--- src/rtl/key_expand_ctrl.sv ---
// key_expand_ctrl: AES-128 key-schedule sequencer sharing one external key S-box
module key_expand_ctrl (
    input  logic         clk,
    input  logic         rst,
    input  logic         i_start,
    input  logic [127:0] i_key_in,
    output logic [7:0]   o_sbox_in,
    input  logic [7:0]   i_sbox_out,
    output logic [127:0] o_round_key,
    output logic [3:0]   o_rk_round,
    output logic         o_rk_valid,
    input  logic         i_rk_ready,
    output logic         o_busy,
    output logic         o_done
);
    typedef enum logic [1:0] {IDLE, OUT, SUB, EXP} state_t;

    // Rcon for round r lives at index r-1, so the current round number selects it directly
    localparam logic [7:0] RCON [16] = '{8'h01, 8'h02, 8'h04, 8'h08, 8'h10, 8'h20, 8'h40, 8'h80,
                                         8'h1b, 8'h36, 8'h00, 8'h00, 8'h00, 8'h00, 8'h00, 8'h00};

    state_t       r_state, w_next;
    logic [31:0]  r_w0, r_w1, r_w2, r_w3, r_temp;
    logic [1:0]   r_cnt;
    logic [127:0] r_round_key;
    logic [3:0]   r_rk_round;
    logic         r_rk_valid, r_busy, r_done;
    logic         w_xfer, w_last;
    logic [7:0]   w_rot_byte;
    logic [31:0]  w_t, w_n0, w_n1, w_n2, w_n3;

    assign w_xfer      = r_state == OUT && r_rk_valid && i_rk_ready;
    assign w_last      = r_rk_round == 4'd10;
    assign w_rot_byte  = r_cnt == 2'd0 ? r_w3[23:16] :
                         r_cnt == 2'd1 ? r_w3[15:8]  :
                         r_cnt == 2'd2 ? r_w3[7:0]   : r_w3[31:24];
    assign o_sbox_in   = r_state == SUB ? w_rot_byte : 8'h00;
    assign w_t         = r_temp ^ {RCON[r_rk_round], 24'h0};
    assign w_n0        = r_w0 ^ w_t;
    assign w_n1        = r_w1 ^ w_n0;
    assign w_n2        = r_w2 ^ w_n1;
    assign w_n3        = r_w3 ^ w_n2;
    assign o_round_key = r_round_key;
    assign o_rk_round  = r_rk_round;
    assign o_rk_valid  = r_rk_valid;
    assign o_busy      = r_busy;
    assign o_done      = r_done;

    // State register
    always_ff @(posedge clk or posedge rst) begin
        if (rst) r_state <= IDLE;
        else     r_state <= w_next;
    end

    // Next-state: OUT waits for the consumer, SUB runs four S-box cycles, EXP is one cycle
    always_comb begin
        w_next = r_state;
        case (r_state)
            IDLE:    w_next = i_start ? OUT : IDLE;
            OUT:     w_next = w_xfer ? (w_last ? IDLE : SUB) : OUT;
            SUB:     w_next = r_cnt == 2'd3 ? EXP : SUB;
            default: w_next = OUT;
        endcase
    end

    // Datapath: key words, SubWord accumulator and the round-key handshake outputs
    always_ff @(posedge clk or posedge rst) begin
        if (rst) begin
            {r_w0, r_w1, r_w2, r_w3} <= '0;
            r_temp      <= '0;
            r_cnt       <= '0;
            r_round_key <= '0;
            r_rk_round  <= '0;
            r_rk_valid  <= 1'b0;
            r_busy      <= 1'b0;
            r_done      <= 1'b0;
        end else begin
            r_done <= 1'b0;
            case (r_state)
                IDLE: if (i_start) begin
                    {r_w0, r_w1, r_w2, r_w3} <= i_key_in;
                    r_round_key <= i_key_in;
                    r_rk_round  <= 4'd0;
                    r_rk_valid  <= 1'b1;
                    r_busy      <= 1'b1;
                end
                OUT: if (w_xfer) begin
                    r_rk_valid <= 1'b0;
                    r_cnt      <= 2'd0;
                    r_busy     <= !w_last;
                    r_done     <= w_last;
                end
                SUB: begin
                    r_temp[{~r_cnt, 3'b000} +: 8] <= i_sbox_out;
                    r_cnt <= r_cnt + 2'd1;
                end
                default: begin
                    {r_w0, r_w1, r_w2, r_w3} <= {w_n0, w_n1, w_n2, w_n3};
                    r_round_key <= {w_n0, w_n1, w_n2, w_n3};
                    r_rk_round  <= r_rk_round + 4'd1;
                    r_rk_valid  <= 1'b1;
                end
            endcase
        end
    end
endmodule
--- config.mk ---
export PLATFORM = sky130hd
export DESIGN_NAME = key_expand_ctrl
export DESIGN_NICKNAME = d
export VERILOG_FILES = /design/src/rtl/key_expand_ctrl.sv
export SDC_FILE = /design/constraint.sdc
export NUM_CORES = 1
export LEC_CHECK = 0
export ABC_AREA = 1
export CAP_MARGIN = 20
export CORE_MARGIN = 2
export CORE_UTILIZATION = 50
export CTS_CLUSTER_SIZE = 12
export DETAILED_ROUTE_END_ITERATION = 16
export DONT_BUFFER_PORTS = 1
export RECOVER_POWER = 100
export REMOVE_ABC_BUFFERS = 1
export SLEW_MARGIN = 20
export SYNTH_ARGS = -nofsm -noshare
export SYNTH_HDL_FRONTEND = slang
export SYNTH_SLANG_ARGS = --single-unit
--- constraint.sdc ---
create_clock -name clk -period 7.4 [get_ports clk]
set_input_delay 1.11 -clock clk [delete_from_list [all_inputs] [get_ports clk]]
set_output_delay 1.11 -clock clk [all_outputs]
set_load 0.01 [all_outputs]
==> results.json, run 1 <==
{
  "run_status": "complete, but fails checks",
  "violations": "max-capacitance violations, max-slew violations",
  "ir_drop_v": 0.000308,
  "syn_area_um2": 9670,
  "postCtsResizedCells": 0,
  "cts_root_buf": "clkbuf_16",
  "yosysTopAreaCell": "dfrtp_1",
  "rsz0062_at_grt": "false",
  "cts_hold_buf": 0,
  "setup_viol": 0,
  "seqCellArea_um2": 4280,
  "maxSlewHeadroom": -2.09,
  "ys_types": 31,
  "synth_ff_type": "dfrtp_1",
  "totalWireLength_mm": 27.7,
  "grt_max_degree": 99,
  "core-area_um2": 18800,
  "layout.nets": 1349,
  "yosysMostFrequentCell": "nand2_1",
  "num_vias": 8191,
  "rows": 50,
  "start_util": 0.513,
  "finalSetupTns_ns": 0,
  "finalCriticalPeriod_ns": 5.10,
  "fin_crit_sh": 0.690,
  "post-dp-hpwl_mm": 19.0,
  "cp_data_required_time_ns": 7.70,
  "p_leak_nw": 4.81,
  "drc": 0,
  "post_drt_wl_per_cell_um": 18.9,
  "async_flop_share": 1.00,
  "cts_sinks": 171,
  "startpoint_type": "flip-flop",
  "clkTransAtPathRegs_ns": 0.07,
  "h-tree-depth": 4,
  "cts_buffers": 17,
  "slew_viol_final": 251,
  "multiInputGateArea_um2": 4600,
  "ys_warn_count": 0,
  "die_y_um": 143,
  "cts_setup_buffers": 0,
  "regToRegStartpoint": "r_state[0]$_DFF_PP0_",
  "synth_edf_count": 0,
  "max_freq_mhz": 196,
  "port_buffers": 0,
  "insertion_delay_ns": 0.43,
  "worstMarginPinSlew_ns": 4.60,
  "area_growth_pct": 6.65,
  "fillers": 1804,
  "gr-total-overflow": 0,
  "p_per_area_nw_per_um2": 626,
  "drv_cap": 3,
  "fin_area_um2": 10300,
  "end_kind": "flip-flop",
  "hold_path.class": "flip-flop to flip-flop",
  "crit_arrival_ns": 5.41,
  "reg2reg_setup_slack_ns": 2.30,
  "first_pass_iters": 4,
  "detail-route-antenna-nets": 0,
  "hold_viol_final": 0,
  "cts_buffer_depth": 2,
  "grt_pass1_vias": 7961,
  "synth-seq-cells": 171,
  "yosys.area.top_type_share": 0.443,
  "r2r.worst_path.cells": 11,
  "yosys-top-cells-count": "212 x nand2_1, 171 x dfrtp_1, 127 x o21ai_0, 119 x nor2_1, 116 x inv_1",
  "die-area_um2": 20500,
  "yosys-top-cells-area": "dfrtp_1 44%, nand2_1 8.2%, o21ai_0 6.6%",
  "syn_area_per_cell_um2": 7.82,
  "drt_iter0_drc": 632,
  "skew_ns": 0.00794,
  "grt_pass1_wl_mm": 43.1,
  "fp.dieW_um": 143,
  "groute.usage.overall": 0.270,
  "seq_area_frac_synth": 0.443,
  "antenna_found_initial": 0,
  "r2r_end": "o_rk_round[3]$_DFFE_PP0P_",
  "gp_congestion": 0.818,
  "worstHoldStart": "r_temp[1]$_DFFE_PP0P_",
  "placed_area_um2": 9750,
  "diodes": 0,
  "io_pins": 283,
  "cts_tree": "built",
  "fin_total_pwr_w": 0.00646,
  "critPathKind": "flip-flop to flip-flop",
  "drive_above_1_share": 0.0373,
  "whs_endpoint": "r_temp[1]$_DFFE_PP0P_",
  "viasPerCell": 5.58,
  "synth_cells": 1236,
  "holdPathStages": 2,
  "cp_max_fo": 92
}
[where the power goes]
group	internal [W]	switching, W	total, W
Combinational	0.00125	0.00216	0.00341
Clock	0.000534	0.000395	0.000929
Sequential	0.00141	0.000700	0.00212
Total	0.00320	0.00325	0.00646
[sequential cells by signal (all words and copies together), names as in the netlist]
name / flops
o_rk_valid: 1
r_temp: 32
r_w1: 31
o_rk_round: 4
o_round_key: 3
r_w0: 32
r_state: 2
o_busy: 1
r_cnt: 2
r_w2: 31
o_done: 1
r_w3: 31
[worst max-delay path: stages (launching register included)]
cell,delay (ns)
dfrtp_1,0.40
inv_1,0.08
ha_1,0.25
inv_4,0.58
nor2_1,0.16
nor2_1,0.22
clkinvlp_2,1.11
clkbuf_2,1.28
nor2_1,0.45
nand3_1,0.18
o22ai_1,0.14
a21oi_1,0.06
[final cells by class]
type                    instances  area share
repair buffers                  7     0.00449
inverters                     120      0.0442
clock inverters                14      0.0166
well taps                     260      0.0316
clock buffers                  18      0.0416
multi-input cells             877       0.446
flip-flops and latches        171       0.415
[per-stage QoR]
step / util / cells / hold slack (ns) / worst slack, ns
final: 0.547 / 1467 / 0.515 / 2.30
after global placement: 0.518 / 1435 / 0.495 / 4.16
after global routing: 0.547 / 1467 / 0.525 / 1.82
after floorplan: - / 1168 / 0.472 / 1.14
after CTS: 0.550 / 1467 / 0.514 / 3.75
after detailed placement: 0.518 / 1435 / 0.498 / 4.11
[placed cells by master, fill, tap and decap left out]
| cell | synthesis | layout |
|---|---|---|
| a2111o_1 | 1 | 1 |
| a211oi_1 | 4 | 4 |
| a21oi_1 | 115 | 115 |
| a22oi_1 | 6 | 6 |
| a31oi_1 | 1 | 1 |
| buf_4 | 1 | 5 |
| bufinv_16 | 0 | 3 |
| clkbuf_1 | 36 | 2 |
| clkbuf_16 | 0 | 17 |
| clkbuf_2 | 0 | 1 |
| clkinv_2 | 0 | 4 |
| clkinv_4 | 0 | 3 |
| clkinvlp_2 | 0 | 2 |
| clkinvlp_4 | 0 | 2 |
| dfrtp_1 | 171 | 171 |
| ha_1 | 15 | 15 |
| inv_1 | 116 | 115 |
| inv_2 | 3 | 2 |
| inv_4 | 1 | 1 |
| inv_6 | 0 | 1 |
| inv_8 | 0 | 1 |
| nand2_1 | 212 | 212 |
| nand2_2 | 2 | 2 |
| nand3_1 | 108 | 108 |
| nand4_1 | 2 | 2 |
| nor2_1 | 119 | 121 |
| nor2_4 | 2 | 1 |
| nor3_1 | 2 | 2 |
| nor4_1 | 1 | 1 |
| o21a_1 | 48 | 48 |
| o21ai_0 | 127 | 127 |
| o22ai_1 | 22 | 22 |
| o31ai_1 | 8 | 8 |
| o32ai_1 | 3 | 3 |
| xnor2_1 | 27 | 27 |
| xor2_1 | 51 | 51 |
[routing by layer]
metal	vias up	track usage	wire length [um]
met3	39	0.0822	2390
met5	-	0	0
met1	3883	0.358	11800
li1	4004	-	-
met2	265	0.422	12800
met4	0	0.0922	657
[how the worst max path moves through the flow]
stage | from | end | slack, ns
finish | r_state[0]$_DFF_PP0_ | o_rk_round[3]$_DFFE_PP0P_ | 2.30
global placement | r_state[0]$_DFF_PP0_ | r_w2[29]$_DFFE_PP0P_ | 4.16
floorplan | r_state[1]$_DFF_PP0_ | r_w0[0]$_DFFE_PP0P_ | 1.14
detailed placement | r_state[0]$_DFF_PP0_ | r_w2[29]$_DFFE_PP0P_ | 4.11
CTS | r_cnt[0]$_DFFE_PP0P_ | o_sbox_in[0] | 3.75
global route | r_state[0]$_DFF_PP0_ | o_rk_round[3]$_DFFE_PP0P_ | 1.82
[logic make-up after synthesis]
kind of cell,count (synthesis),share of synthesized area
AO/OA/AOI/OAI,335,0.195
XOR/XNOR,78,0.0707
adder cells (fa/ha/maj),15,0.0194
buffers and inverters,188,0.0801
flip-flops,171,0.443
AND/OR/NAND/NOR,449,0.192
No activity file was read; power rests on OpenSTA's default activity.
==> run 2: changes to the inputs <==
- clock period: 7.4 -> 4.95 ns (I/O delays scaled with it)
==> results.json, run 2 (synthesis gave the netlist of run 1 again) <==
{
  "cts_root_buf": "clkbuf_16",
  "gp_congestion": 0.845,
  "insertion_delay_ns": 0.43,
  "p_seq_frac": 0.324,
  "num_vias": 8114,
  "intPower_w": 0.00495,
  "first_pass_iters": 5,
  "grt_max_degree": 141,
  "r2r.worst_path.cells": 8,
  "groute.usage.overall": 0.268,
  "p_per_area_nw_per_um2": 940,
  "grt_pass1_wl_mm": 42.7,
  "die_y_um": 143,
  "whs_ns": 0.450,
  "max_freq_mhz": 272,
  "placed_area_um2": 9760,
  "maxSlewHeadroom": -1.03,
  "drv_cap": 2,
  "end_kind": "flip-flop",
  "hold_viol_final": 0,
  "drt_iter0_drc": 473,
  "skew_ns": 0.0107,
  "post-dp-hpwl_mm": 18.8,
  "cts_hold_buf": 0,
  "layout.nets": 1349,
  "rsz0062_at_grt": "false",
  "startpoint_type": "flip-flop",
  "worstMarginPinSlew_ns": 3.04,
  "reg2reg_setup_slack_ns": 1.28,
  "area_growth_pct": 7.64,
  "cts_tree": "built",
  "multiInputGateArea_um2": 4600,
  "fillers": 1819,
  "finalSetupTns_ns": 0,
  "viasPerCell": 5.53,
  "setup_ws_ns": 1.28,
  "regToRegStartpoint": "r_state[0]$_DFF_PP0_",
  "grt_pass1_vias": 7666,
  "clkPwrFrac": 0.161,
  "fp.dieW_um": 143,
  "core-area_um2": 18800,
  "setup_viol": 0,
  "h-tree-depth": 4,
  "fin_crit_sh": 0.742,
  "cts_buffer_depth": 2,
  "detail-route-antenna-nets": 0,
  "final_common_cell": "nand2_1",
  "start_util": 0.513,
  "p_sw_w": 0.00482,
  "die-area_um2": 20500,
  "clkTransAtPathRegs_ns": 0.07,
  "critPathKind": "flip-flop to flip-flop",
  "io_pins": 283,
  "startpoint": "r_state[0]$_DFF_PP0_",
  "post_drt_wl_per_cell_um": 18.7,
  "fin_area_um2": 10400,
  "mostFrequentLayoutCells": "212 x nand2_1, 171 x dfrtp_1, 127 x o21ai_0, 121 x nor2_1",
  "cp_data_required_time_ns": 5.25,
  "run_status": "complete, but fails checks",
  "slew_viol_final": 215,
  "rows": 50,
  "ir_drop_v": 0.000456,
  "cts_setup_buffers": 0,
  "crit_arrival_ns": 3.98,
  "p_leak_nw": 4.85,
  "comb_power_share": 0.515,
  "seqCellArea_um2": 4280,
  "violations": "max-capacitance violations, max-slew violations",
  "crit_end": "r_w2[29]$_DFFE_PP0P_",
  "drc": 0,
  "gr-total-overflow": 0,
  "postCtsResizedCells": 0,
  "cts_sinks": 171,
  "totalWireLength_mm": 27.5,
  "finalCriticalPeriod_ns": 3.67,
  "cts_buffers": 17,
  "power_switching_share": 0.493,
  "hold_path.class": "input pin to flip-flop",
  "diodes": 0,
  "drive_above_1_share": 0.0365,
  "dp_slack_ns": 2.24,
  "antenna_found_initial": 0,
  "cp_max_fo": 73,
  "r2r_end": "r_w2[29]$_DFFE_PP0P_",
  "port_buffers": 0
}
## run 2: changes by cell type in the layout (fill, tap and decap cells not counted), moves of 2 or more
| cell | previous run | this run |
|---|---|---|
| bufinv_16 | 3 | 7 |
| buf_4 | 5 | 3 |
| clkbuf_2 | 1 | 3 |
| clkinv_2 | 4 | 2 |
| clkinv_4 | 3 | 1 |
| clkinvlp_2 | 2 | 0 |
## run 2: worst min-delay path by stage
stage / startpoint / to / slack (ns) / cells after the start
2_1_floorplan: r_temp[16]$_DFFE_PP0P_ / r_temp[16]$_DFFE_PP0P_ / 0.47 / 2
3_3_place_gp: r_temp[1]$_DFFE_PP0P_ / r_temp[1]$_DFFE_PP0P_ / 0.50 / 2
3_5_place_dp: r_temp[11]$_DFFE_PP0P_ / r_temp[11]$_DFFE_PP0P_ / 0.50 / 2
4_1_cts: i_key_in[18] / r_w3[18]$_DFFE_PP0P_ / 0.43 / 2
5_1_grt: i_key_in[21] / r_w3[21]$_DFFE_PP0P_ / 0.44 / 2
6_report: i_key_in[18] / r_w3[18]$_DFFE_PP0P_ / 0.45 / 2
## run 2: worst max-delay path: stages (launching register included)
cell,delay [ns]
dfrtp_1,0.40
inv_1,0.08
ha_1,0.24
inv_4,0.61
nor2_1,0.18
nor2_1,0.30
clkbuf_2,1.18
o21ai_0,0.30
o22ai_1,0.22
## run 2: power by group through the flow
stage | clock network (W) | logic (W) | registers, W
detailed placement | 0 | 0.00506 | 0.00319
CTS | 0.00159 | 0.00509 | 0.00317
floorplan | 0 | 0.00405 | 0.00290
global route | 0.00165 | 0.00581 | 0.00326
finish | 0.00157 | 0.00504 | 0.00317
global placement | 0 | 0.00498 | 0.00318
## run 2: final cells by class
type / count / share of cell area
sequential: 171 / 0.411
inverter: 120 / 0.0441
timing repair buffer: 7 / 0.00553
clock inverter: 12 / 0.0235
multi-input combinational: 877 / 0.442
clock buffer: 20 / 0.0420
tap: 260 / 0.0313
## run 2: metrics by stage
stage                     total power (W)  utilization  instances
after floorplan                   0.00695            -       1168
after global placement            0.00816        0.519       1435
after detailed placement          0.00825        0.519       1435
after CTS                         0.00985        0.555       1467
after global routing               0.0107        0.552       1467
final                             0.00977        0.552       1467
## run 2: layer usage
metal	routed length [um]	global-route usage	up-vias
li1	-	-	3988
met1	11900	0.364	3830
met2	12800	0.418	265
met3	2360	0.0835	31
met4	457	0.0719	0
met5	0	0	-
